## src/rtl/hack_program_loader_if.sv

```systemverilog
// -----------------------------------------------------------------------------
// hack_program_loader_if
//
// Write port of the Hack instruction RAM, as driven by the program loader.
//
//   rom_addr  instruction memory write address (ADDR_WIDTH bits)
//   rom_data  16-bit instruction word to write
//   rom_we    one-cycle write strobe; addr/data are valid while it is high
//
// Modports:
//   master  the loader, which drives the write port
//   slave   the instruction RAM, which receives it
// -----------------------------------------------------------------------------
interface hack_program_loader_if #(
    parameter int ADDR_WIDTH = 15
);
    logic [ADDR_WIDTH-1:0] rom_addr;
    logic [15:0]           rom_data;
    logic                  rom_we;

    modport master (
        output rom_addr,
        output rom_data,
        output rom_we
    );

    modport slave (
        input rom_addr,
        input rom_data,
        input rom_we
    );
endinterface

```

## src/rtl/hack_program_loader.sv

```systemverilog
// -----------------------------------------------------------------------------
// hack_program_loader
//
// Serial program loader for the Hack computer. A UART receiver assembles bytes
// from the rx pin; a loader FSM parses the frame
//     0xA5, COUNT_HI, COUNT_LO, N x (DATA_HI, DATA_LO), CHK
// and writes each 16-bit word into the instruction RAM. The CPU is held in
// reset from the header until a frame with a matching checksum completes.
// CHK is the 8-bit wrapping sum of the count bytes and all data bytes.
//
// Parameters:
//   CLKS_PER_BIT  clock cycles per UART bit (>= 4)
//   ADDR_WIDTH    instruction memory address width
//
// Ports:
//   clk          system clock
//   reset        synchronous, active-high reset
//   rx           UART serial input, idle high, asynchronous to clk
//   rom          instruction RAM write port (master side)
//   cpu_reset    drives the CPU reset input
//   loading      high while a frame is being received
//   word_count   words written in the current/last frame
//   frame_error  sticky: a low stop bit was seen
//   chk_error    sticky: bad checksum or illegal count
// -----------------------------------------------------------------------------
module hack_program_loader #(
    parameter int CLKS_PER_BIT = 434,
    parameter int ADDR_WIDTH   = 15
) (
    input  logic                  clk,
    input  logic                  reset,
    input  logic                  rx,
    hack_program_loader_if.master rom,
    output logic                  cpu_reset,
    output logic                  loading,
    output logic [ADDR_WIDTH-1:0] word_count,
    output logic                  frame_error,
    output logic                  chk_error
);

    localparam int                CNT_W     = $clog2(CLKS_PER_BIT + 1);
    localparam logic [CNT_W-1:0]  BIT_LAST  = CNT_W'(CLKS_PER_BIT - 1);
    localparam logic [CNT_W-1:0]  HALF_LAST = CNT_W'(CLKS_PER_BIT / 2 - 1);
    localparam logic [7:0]        HEADER    = 8'hA5;

    // =========================================================================
    // UART receiver
    // =========================================================================
    typedef enum logic [2:0] {
        RX_IDLE,
        RX_START,
        RX_DATA,
        RX_STOP,
        RX_WAIT
    } rx_state_t;

    logic             rx_s1_q, rx_s2_q, rx_prev_q;
    rx_state_t        rx_state_q, rx_state_d;
    logic [CNT_W-1:0] rx_cnt_q, rx_cnt_d;
    logic [2:0]       rx_bit_q, rx_bit_d;
    logic [7:0]       rx_shift_q, rx_shift_d;
    logic             byte_valid_q, byte_valid_d;
    logic             byte_err_q, byte_err_d;

    // Two-flop synchronizer; rx_prev_q holds the previous synchronized level
    // so a start bit is recognised only on a genuine high-to-low transition.
    always_ff @(posedge clk) begin
        if (reset) begin
            rx_s1_q   <= 1'b1;
            rx_s2_q   <= 1'b1;
            rx_prev_q <= 1'b1;
        end else begin
            rx_s1_q   <= rx;
            rx_s2_q   <= rx_s1_q;
            rx_prev_q <= rx_s2_q;
        end
    end

    always_ff @(posedge clk) begin
        if (reset) begin
            rx_state_q   <= RX_IDLE;
            rx_cnt_q     <= '0;
            rx_bit_q     <= '0;
            rx_shift_q   <= '0;
            byte_valid_q <= 1'b0;
            byte_err_q   <= 1'b0;
        end else begin
            rx_state_q   <= rx_state_d;
            rx_cnt_q     <= rx_cnt_d;
            rx_bit_q     <= rx_bit_d;
            rx_shift_q   <= rx_shift_d;
            byte_valid_q <= byte_valid_d;
            byte_err_q   <= byte_err_d;
        end
    end

    always_comb begin
        rx_state_d   = rx_state_q;
        rx_cnt_d     = rx_cnt_q + 1'b1;
        rx_bit_d     = rx_bit_q;
        rx_shift_d   = rx_shift_q;
        byte_valid_d = 1'b0;
        byte_err_d   = 1'b0;

        case (rx_state_q)
            RX_IDLE: begin
                rx_cnt_d = '0;
                if (rx_prev_q && !rx_s2_q) begin
                    rx_state_d = RX_START;
                end
            end

            // Mid-point of the start bit: still low means a real start,
            // high means the falling edge was a glitch.
            RX_START: begin
                if (rx_cnt_q == HALF_LAST) begin
                    rx_cnt_d   = '0;
                    rx_bit_d   = '0;
                    rx_state_d = rx_s2_q ? RX_IDLE : RX_DATA;
                end
            end

            RX_DATA: begin
                if (rx_cnt_q == BIT_LAST) begin
                    rx_cnt_d   = '0;
                    rx_shift_d = {rx_s2_q, rx_shift_q[7:1]};
                    rx_bit_d   = rx_bit_q + 1'b1;
                    if (rx_bit_q == 3'd7) begin
                        rx_state_d = RX_STOP;
                    end
                end
            end

            // A good stop bit returns straight to idle so the very next
            // falling edge (a back-to-back start bit) is caught. A bad stop
            // bit must see the line high for a full bit time before rearming.
            RX_STOP: begin
                if (rx_cnt_q == BIT_LAST) begin
                    rx_cnt_d = '0;
                    if (rx_s2_q) begin
                        byte_valid_d = 1'b1;
                        rx_state_d   = RX_IDLE;
                    end else begin
                        byte_err_d = 1'b1;
                        rx_state_d = RX_WAIT;
                    end
                end
            end

            RX_WAIT: begin
                if (!rx_s2_q) begin
                    rx_cnt_d = '0;
                end else if (rx_cnt_q == BIT_LAST) begin
                    rx_cnt_d   = '0;
                    rx_state_d = RX_IDLE;
                end
            end

            default: begin
                rx_state_d = RX_IDLE;
            end
        endcase
    end

    // =========================================================================
    // Loader FSM
    // =========================================================================
    typedef enum logic [2:0] {
        L_IDLE,
        L_CNT_HI,
        L_CNT_LO,
        L_DATA_HI,
        L_DATA_LO,
        L_CHECK,
        L_ERROR
    } ld_state_t;

    ld_state_t             ld_state_q, ld_state_d;
    logic [15:0]           count_q, count_d;
    logic [7:0]            sum_q, sum_d;
    logic [7:0]            hi_q, hi_d;
    logic [ADDR_WIDTH-1:0] rom_addr_q, rom_addr_d;
    logic [15:0]           rom_data_q, rom_data_d;
    logic                  rom_we_q, rom_we_d;
    logic                  cpu_reset_q, cpu_reset_d;
    logic                  loading_q, loading_d;
    logic [ADDR_WIDTH-1:0] word_count_q, word_count_d;
    logic                  frame_error_q, frame_error_d;
    logic                  chk_error_q, chk_error_d;

    logic [7:0]            rx_byte;
    logic [7:0]            sum_next;
    logic [16:0]           words_after_write;
    logic                  in_frame;

    assign rx_byte           = rx_shift_q;
    assign sum_next          = sum_q + rx_byte;
    assign words_after_write = 17'(word_count_q) + 17'd1;
    assign in_frame          = (ld_state_q == L_CNT_HI)  || (ld_state_q == L_CNT_LO) ||
                               (ld_state_q == L_DATA_HI) || (ld_state_q == L_DATA_LO) ||
                               (ld_state_q == L_CHECK);

    always_ff @(posedge clk) begin
        if (reset) begin
            ld_state_q    <= L_IDLE;
            count_q       <= '0;
            sum_q         <= '0;
            hi_q          <= '0;
            rom_addr_q    <= '0;
            rom_data_q    <= '0;
            rom_we_q      <= 1'b0;
            cpu_reset_q   <= 1'b0;
            loading_q     <= 1'b0;
            word_count_q  <= '0;
            frame_error_q <= 1'b0;
            chk_error_q   <= 1'b0;
        end else begin
            ld_state_q    <= ld_state_d;
            count_q       <= count_d;
            sum_q         <= sum_d;
            hi_q          <= hi_d;
            rom_addr_q    <= rom_addr_d;
            rom_data_q    <= rom_data_d;
            rom_we_q      <= rom_we_d;
            cpu_reset_q   <= cpu_reset_d;
            loading_q     <= loading_d;
            word_count_q  <= word_count_d;
            frame_error_q <= frame_error_d;
            chk_error_q   <= chk_error_d;
        end
    end

    always_comb begin
        ld_state_d    = ld_state_q;
        count_d       = count_q;
        sum_d         = sum_q;
        hi_d          = hi_q;
        rom_addr_d    = rom_addr_q;
        rom_data_d    = rom_data_q;
        rom_we_d      = 1'b0;
        cpu_reset_d   = cpu_reset_q;
        loading_d     = loading_q;
        word_count_d  = word_count_q;
        frame_error_d = frame_error_q;
        chk_error_d   = chk_error_q;

        // Address and count advance on the edge that ends the write strobe,
        // keeping rom_addr stable for the whole rom_we cycle.
        if (rom_we_q) begin
            rom_addr_d   = rom_addr_q + 1'b1;
            word_count_d = word_count_q + 1'b1;
        end

        if (byte_err_q) begin
            frame_error_d = 1'b1;
            if (in_frame) begin
                ld_state_d = L_ERROR;
                loading_d  = 1'b0;
            end
        end else if (byte_valid_q) begin
            case (ld_state_q)
                L_IDLE, L_ERROR: begin
                    if (rx_byte == HEADER) begin
                        ld_state_d    = L_CNT_HI;
                        cpu_reset_d   = 1'b1;
                        loading_d     = 1'b1;
                        sum_d         = '0;
                        word_count_d  = '0;
                        rom_addr_d    = '0;
                        chk_error_d   = 1'b0;
                        frame_error_d = 1'b0;
                    end
                end

                // Counts of 32768 and above cannot be addressed.
                L_CNT_HI: begin
                    count_d[15:8] = rx_byte;
                    sum_d         = sum_next;
                    if (rx_byte[7]) begin
                        ld_state_d  = L_ERROR;
                        chk_error_d = 1'b1;
                        loading_d   = 1'b0;
                    end else begin
                        ld_state_d = L_CNT_LO;
                    end
                end

                L_CNT_LO: begin
                    count_d[7:0] = rx_byte;
                    sum_d        = sum_next;
                    ld_state_d   = ({count_q[15:8], rx_byte} == 16'd0) ? L_CHECK : L_DATA_HI;
                end

                L_DATA_HI: begin
                    hi_d       = rx_byte;
                    sum_d      = sum_next;
                    ld_state_d = L_DATA_LO;
                end

                L_DATA_LO: begin
                    sum_d      = sum_next;
                    rom_data_d = {hi_q, rx_byte};
                    rom_we_d   = 1'b1;
                    ld_state_d = (words_after_write == {1'b0, count_q}) ? L_CHECK : L_DATA_HI;
                end

                L_CHECK: begin
                    loading_d = 1'b0;
                    if (rx_byte == sum_q) begin
                        ld_state_d  = L_IDLE;
                        cpu_reset_d = 1'b0;
                    end else begin
                        ld_state_d  = L_ERROR;
                        chk_error_d = 1'b1;
                    end
                end

                default: begin
                    ld_state_d = L_IDLE;
                end
            endcase
        end
    end

    assign rom.rom_addr = rom_addr_q;
    assign rom.rom_data = rom_data_q;
    assign rom.rom_we   = rom_we_q;
    assign cpu_reset    = cpu_reset_q;
    assign loading      = loading_q;
    assign word_count   = word_count_q;
    assign frame_error  = frame_error_q;
    assign chk_error    = chk_error_q;

endmodule

```

## src/flat_wrapper.sv

```systemverilog
// flat-port wrapper written by rule: the top's interface ports become plain ports
module hack_program_loader_flat 
#(
    parameter int CLKS_PER_BIT = 434,
    parameter int ADDR_WIDTH   = 15
)
  (clk, reset, rx, cpu_reset, loading, word_count, frame_error, chk_error, rom_rom_addr, rom_rom_data, rom_rom_we);
  hack_program_loader_if #(.ADDR_WIDTH(ADDR_WIDTH)) rom_i ();
  input  logic clk;
  input  logic reset;
  input  logic rx;
  output logic cpu_reset;
  output logic loading;
  output logic [ADDR_WIDTH-1:0] word_count;
  output logic frame_error;
  output logic chk_error;
  output wire logic [$bits(rom_i.rom_addr)-1:0] rom_rom_addr;
  output wire logic [$bits(rom_i.rom_data)-1:0] rom_rom_data;
  output wire logic [$bits(rom_i.rom_we)-1:0] rom_rom_we;
  assign rom_rom_addr = rom_i.rom_addr;
  assign rom_rom_data = rom_i.rom_data;
  assign rom_rom_we = rom_i.rom_we;
  hack_program_loader #(.CLKS_PER_BIT(CLKS_PER_BIT), .ADDR_WIDTH(ADDR_WIDTH)) u_core (.clk(clk), .reset(reset), .rx(rx), .rom(rom_i), .cpu_reset(cpu_reset), .loading(loading), .word_count(word_count), .frame_error(frame_error), .chk_error(chk_error));
endmodule
```

## config.mk

```make
export PLATFORM = sky130hd
export DESIGN_NAME = hack_program_loader_flat
export DESIGN_NICKNAME = d
export VERILOG_FILES = /design/src/rtl/hack_program_loader_if.sv /design/src/rtl/hack_program_loader.sv /design/src/flat_wrapper.sv
export SDC_FILE = /design/constraint.sdc
export NUM_CORES = 1
export LEC_CHECK = 0
export BUFFER_PORTS_ARGS = -buffer_cell sky130_fd_sc_hd__buf_2
export CAP_MARGIN = 0
export CORE_MARGIN = 2
export CORE_UTILIZATION = 38
export CTS_BUF_LIST = sky130_fd_sc_hd__clkbuf_8
export DETAILED_ROUTE_END_ITERATION = 6
export PLACE_DENSITY = 0.64
export SYNTH_ARGS = -nofsm -noshare
export SYNTH_HDL_FRONTEND = slang
export SYNTH_SLANG_ARGS = --single-unit
```

## constraint.sdc

```tcl
create_clock -name clk -period 2 [get_ports clk]
set_input_delay 0.2 -clock clk [delete_from_list [all_inputs] [get_ports clk]]
set_output_delay 0.2 -clock clk [all_outputs]
set_load 0.005 [all_outputs]
```

After elaboration in Yosys (flattened, before gate mapping). Index checks and enable logic that the tools add are counted.

Equal/unequal tests: 30. $add $sub $neg: 6. Reductions and logical operators: 35. Muxes and demuxes: 56. Bitwise operators: 4.

Operator list (number): $mux W15 (10); $mux W3 (18); $pmux W9 S4 (1); $add A15 B1 Y15 const B (2); $mux W9 (3); $reduce_and A3 Y1 (7); $ne A2 B1 Y1 const B (9); $pmux W3 S6 (1); $eq A17 B16 Y1 (1); $add A15 B1 Y16 const B (1); $logic_not A16 Y1 (1); $pmux W8 S2 (1); $eq A3 B3 Y1 const B (5); $mux W1 (15); $pmux W3 S5 (1); $eq A3 B2 Y1 const B (4); $reduce_bool A2 Y1 (6); $reduce_and A5 Y1 (2); $add A9 B1 Y9 const B (1); $eq A9 B8 Y1 const B (1); $eq A9 B9 Y1 const B (1); $add A8 B8 Y8 (1); $eq A8 B8 Y1 (1); $eq A8 B8 Y1 const B (1); other kinds (23) (37).

Word-level logic and storage cells: 153. Input port bits: 3. Bits in registers: 114. Output and inout bits: 51.

Longest topological paths before layout.
Word-level depth: 7. Mapped depth: 8.

Worst setup path after synthesis. OpenSTA, ideal clock, no wires.

Path type: flip-flop to flip-flop. Start: register u_core.word_count_q[1], in the netlist u_core.word_count[1]. End: register u_core.ld_state_q[1]. Stages on the path, launching flop included: 8. Buffers on the path: 0. Slack: -0.150 ns. Data required time: 1.871 ns. Period minus slack after synthesis: 2.150 ns. Arrival time: 2.020 ns. Cell sequence: dfxtp_1 -> ha_1 -> nand3_4 -> or4b_1 -> and4_1 -> a22o_1 -> nor4_2 -> a211oi_1.

Word-level cells in the longest chain between the ends: 6.

RTL lines: start: declaration (RTL line hack_program_loader.sv:187) `logic [ADDR_WIDTH-1:0] word_count_q, word_count_d;`; start signal: assignment (RTL line hack_program_loader.sv:227) `word_count_q <= word_count_d;`; $add A15 B1 Y16 (RTL line hack_program_loader.sv:198) `assign words_after_write = 17'(word_count_q) + 17'd1;`; $eq A17 B16 Y1 (RTL line hack_program_loader.sv:304) `ld_state_d = (words_after_write == {1'b0, count_q}) ? L_CHECK : L_DATA_HI;`; $mux W3 (RTL line hack_program_loader.sv:304); $pmux W3 S6 (RTL line hack_program_loader.sv:261) `case (ld_state_q)`; $mux W3 (RTL line hack_program_loader.sv:260) `end else if (byte_valid_q) begin`; $mux W3 (RTL line hack_program_loader.sv:254) `if (byte_err_q) begin`; end signal: assignment (RTL line hack_program_loader.sv:218) `ld_state_q <= ld_state_d;`; end: declaration (RTL line hack_program_loader.sv:178) `ld_state_t ld_state_q, ld_state_d;`.

No other way between the ends. The select of a mux whose other input is x is not followed. A chain may end at the register's enable or synchronous reset.

Final worst setup path.
Start: register u_core.word_count_q[6], in the netlist u_core.word_count[6]. End: register u_core.ld_state_q[2].

The elaborated chain is that of the path after synthesis.

==> run_results.csv <==
group,metric,value,unit
power_and_ir_drop,ir_worst_vdd,0.0004719,V
run_status,status,"complete, but fails checks",
synthesis,ys_seq_elements,114,
final_layout,area_growth,29.36,%
critical_path,path_common_cell,"buf_4",
clock_network,root_buffer,"clkbuf_8",
final_layout,final_nets,822,
power_and_ir_drop,internal-power,0.003495,W
critical_path,cp.buffers_inverters,3,
timing,rsz0062_at_grt,"yes",
clock_network,cts_tree,"yes",
clock_network,clock-sinks,114,
global_route,track_usage,17.82,%
run_status,violations,"negative setup slack",
final_layout,fill_cells,1403,
synthesis,ys.warnings.count,0,
floorplanning,start_util,38.76,%
critical_path,critPathCaptureType,"flop",
synthesis,ys_types,62,
critical_path,crit_chain,"buf_4 -> buf_4 -> and3b_1 -> and4_1 -> a2111oi_2 -> buf_4 -> a22o_1 -> nor4_4 -> a22o_1",
synthesis,syn-cell-area,5633,µm²
route,via_per_inst,5.148,
timing,finalHoldViolCount,0,
synthesis,synthFlopType,"dfxtp_1",
timing,fin_ws,-0.03841,ns
power_and_ir_drop,finalPower,0.004543,W
final_layout,layout-drive-gt1-share,27.70,%
placement,gp_congestion,0.8509,
timing,finalCritPeriodShare,101.9,%
final_layout,finalInstanceArea,7287,µm²
power_and_ir_drop,power.leakage,2.902,nW
placement,dpl-instance-area,6618,µm²
global_route,grt_pass1_vias,4822,
synthesis,syn_nets,699,
critical_path,max_stage_delay,0.35,ns
route,wire_per_inst,13.92,µm
route,finalWirelength,13.92,mm
power_and_ir_drop,p_switching,0.001048,W
timing,relSlewSlack,67.14,%
power_and_ir_drop,p_per_area,623.4,nW/µm²
floorplanning,die_width,125.8,µm
critical_path,path_delay_family,"compound AO/OA/AOI/OAI gates",
synthesis,synth_edf_count,0,
placement,dpl.hpwl,9.600,mm
clock_network,ctsLongestPathBuffers,2,
global_route,antenna_found_initial,0,
synthesis,ys_async_sr_fraction,0,%
flow_run,maxCapViolCount,0,
floorplanning,dieArea,15810,µm²
power_and_ir_drop,power_frac_seq,50.4,%
power_and_ir_drop,switching_share,23.07,%
floorplanning,fp.dieH,125.8,µm
critical_path,crit_path_top_delay_cell,"dfxtp_4",
timing,worst_slew_pin_slew,0.4920,ns
route,vias,5148,
synthesis,synthCells,681,
route,drcViolationCount,0,
floorplanning,num_io_pins,54,
power_and_ir_drop,comb_power_share,3.8,%
route,ant_nets,0,
synthesis,synth.avg_cell_area,8.272,µm²
timing,setup_viol,2,
critical_path,crit_required,2.33,ns
clock_network,htreeDepth,4,
timing,report.final.slew_viol_count,0,
clock_network,cts_buffers,17,
synthesis,ys_seq_area_share,40.52,%
floorplanning,rows,44,
placement,io_buffers,53,
power_and_ir_drop,p_clk_share,45.8,%
global_route,grt_pass1_wl,23.29,mm
final_layout,insertedDiodeCount,0,
floorplanning,core_region_area,14530,µm²
critical_path,crit_fanout,6,
global_route,grt_max_degree,33,
route,firstDrtPassIters,5,
timing,fmax,0.4906,GHz
critical_path,cp_data_arrival_time,2.37,ns
global_route,grt_overflow,0,
critical_path,path_class,"reg -> reg",
clock_network,clk_pin_slew,0.06,ns
clock_network,clkLatencyLatePin,0.44,ns
timing,skew,0.01423,ns
min_path,hp-class,"in -> reg",
critical_path,r2r_slack,-0.04,ns
timing,period_needed,2.038,ns
critical_path,critPathLaunchType,"flop",
route,drtIter0Drc,277,
## per-layer routing
metal	up-vias	GRT usage, %	routed length [µm]
li1	2623	-	-
met1	2410	22.78	6573
met2	102	29.48	6698
met3	13	4.673	520
met4	0	5.753	126
met5	-	0	0
## power groups by stage
stage          sequential, W  combinational, W  clock (W)
4_1_cts              0.00229          0.000169    0.00213
3_3_place_gp         0.00234          0.000166          0
3_5_place_dp         0.00234          0.000166          0
6_report             0.00229          0.000173    0.00208
5_1_grt              0.00229          0.000193    0.00224
2_1_floorplan        0.00234          0.000113          0
## through the flow
step / hold WS, ns / worst slack (ns) / TNS (ns) / utilization [%] / std cells
2_1_floorplan: 0.3038 / -0.009440 / -0.009440 / - / 681
3_3_place_gp: 0.3822 / -0.1257 / -0.2269 / 45.53 / 961
3_5_place_dp: 0.3861 / -0.1828 / -0.3403 / 45.53 / 961
4_1_cts: 0.1523 / -0.03975 / -0.06250 / 49.18 / 999
5_1_grt: 0.2225 / -0.1319 / -0.3532 / 50.14 / 1000
6_report: 0.2100 / -0.03841 / -0.06981 / 50.14 / 1000
## Yosys cell counts, types with 3 or more instances
library cell  number  area share, %
o21ai_0            9           0.80
xnor2_1           31            4.8
nor4_1             5           0.56
a211oi_1           4           0.53
nor4b_1            3           0.47
or2_2              4           0.44
nor4bb_1           3           0.53
clkbuf_1          26            1.7
nor3_1            10           0.89
nand3_1           42            3.7
and2_1             5           0.56
nand3b_1           3           0.40
and4_1             5           0.78
buf_1              3           0.20
mux2i_1           15            2.7
nor2_1            90            6.0
nor3b_1            3           0.40
nand2_1           94            6.3
a2111oi_0          3           0.47
nor4_2             3           0.67
o21a_1             3           0.40
a31oi_1            4           0.44
or4_1              3           0.40
a21o_1             3           0.40
nand4b_1           5           0.78
a21oi_1           63            5.6
nand2b_1           5           0.56
xor2_1            27            4.2
nand4_1           16            1.8
and3_1             4           0.44
ha_1              14            3.1
buf_2              7           0.62
dfxtp_1          114             41
inv_1             12           0.80
a221oi_1           3           0.47
## flip-flops by register name, indices dropped and copies added (netlist names)
register / cells
u_core.count_q: 16
u_core.rom.rom_data: 16
u_core.rom.rom_addr: 15
u_core.word_count: 15
u_core.rx_cnt_q: 9
u_core.hi_q: 8
u_core.rx_byte: 8
u_core.sum_q: 8
u_core.ld_state_q: 3
u_core.rx_bit_q: 3
u_core.rx_state_q: 3
u_core.byte_err_q: 1
u_core.byte_valid_q: 1
u_core.chk_error: 1
u_core.cpu_reset: 1
u_core.frame_error: 1
u_core.loading: 1
u_core.rom.rom_we: 1
u_core.rx_prev_q: 1
u_core.rx_s1_q: 1
u_core.rx_s2_q: 1
## repair_timing
action / 4_1_cts / 5_1_grt
setup buffers: 6 / 1
setup endpoints to repair: 3 / 15
hold buffers: 1 / 0
pin swaps: 7 / 14
resized for setup: 25 / 27
endpoints found under the hold margin: 1 / 0
## cell type report
cell class / count / area [µm²] / share of cell area (%)
Multi-Input combinational cell: 515 / 3348 / 45.95
Clock inverter: 12 / 118.9 / 1.631
Clock buffer: 19 / 261.5 / 3.589
Inverter: 12 / 45.04 / 0.6181
Tap cell: 184 / 230.2 / 3.159
Sequential cell: 114 / 2303 / 31.61
Timing Repair Buffer: 144 / 979.7 / 13.44
## path summary, 6_finish.rpt
| path | endpoint | depth (start not counted) | start |
|---|---|---|---|
| max reg2reg | u_core.ld_state_q[2]$_SDFFE_PP0P_ | 9 | u_core.word_count[6]$_SDFF_PP0_ |
| max | u_core.ld_state_q[2]$_SDFFE_PP0P_ | 9 | u_core.word_count[6]$_SDFF_PP0_ |
| min reg2reg | u_core.rx_s2_q$_SDFF_PP1_ | 1 | u_core.rx_s1_q$_SDFF_PP1_ |
| min | u_core.byte_err_q$_SDFF_PP0_ | 4 | reset |
## kinds of logic (layout without fill, tap and decap cells)
kind of cell / Yosys count / count (layout) / share of synthesized area (%)
DFF: 114 / 114 / 40.52
muxes: 17 / 17 / 3.065
and+or+nand+nor: 315 / 315 / 28.08
buffers and inverters: 52 / 187 / 3.909
xor gates and xnor gates: 58 / 58 / 9.018
AOI/OAI and AO/OA: 110 / 110 / 11.95
adders and majority gates: 15 / 15 / 3.465
## worst register-to-register path, cell delays in order, from the launching register on
cell	delay (ns)
dfxtp_4	0.35
buf_4	0.13
buf_4	0.15
and3b_1	0.17
and4_1	0.20
a2111oi_2	0.33
buf_4	0.17
a22o_1	0.17
nor4_4	0.07
a22o_1	0.21
## cell usage in the layout (no fill, tap or decap), types with 5 or more instances in the layout
master | Yosys | final
a21oi_1 | 63 | 59
buf_2 | 7 | 53
buf_4 | 2 | 87
clkbuf_8 | 0 | 19
dfxtp_1 | 114 | 103
dfxtp_2 | 0 | 8
ha_1 | 14 | 13
inv_1 | 12 | 15
mux2i_1 | 15 | 15
nand2_1 | 94 | 94
nand2b_1 | 5 | 5
nand3_1 | 42 | 41
nand4_1 | 16 | 16
nand4b_1 | 5 | 5
nor2_1 | 90 | 89
nor3_1 | 10 | 8
o21ai_0 | 9 | 7
xnor2_1 | 31 | 31
xor2_1 | 27 | 26
Power figures use the tool's default switching activity.
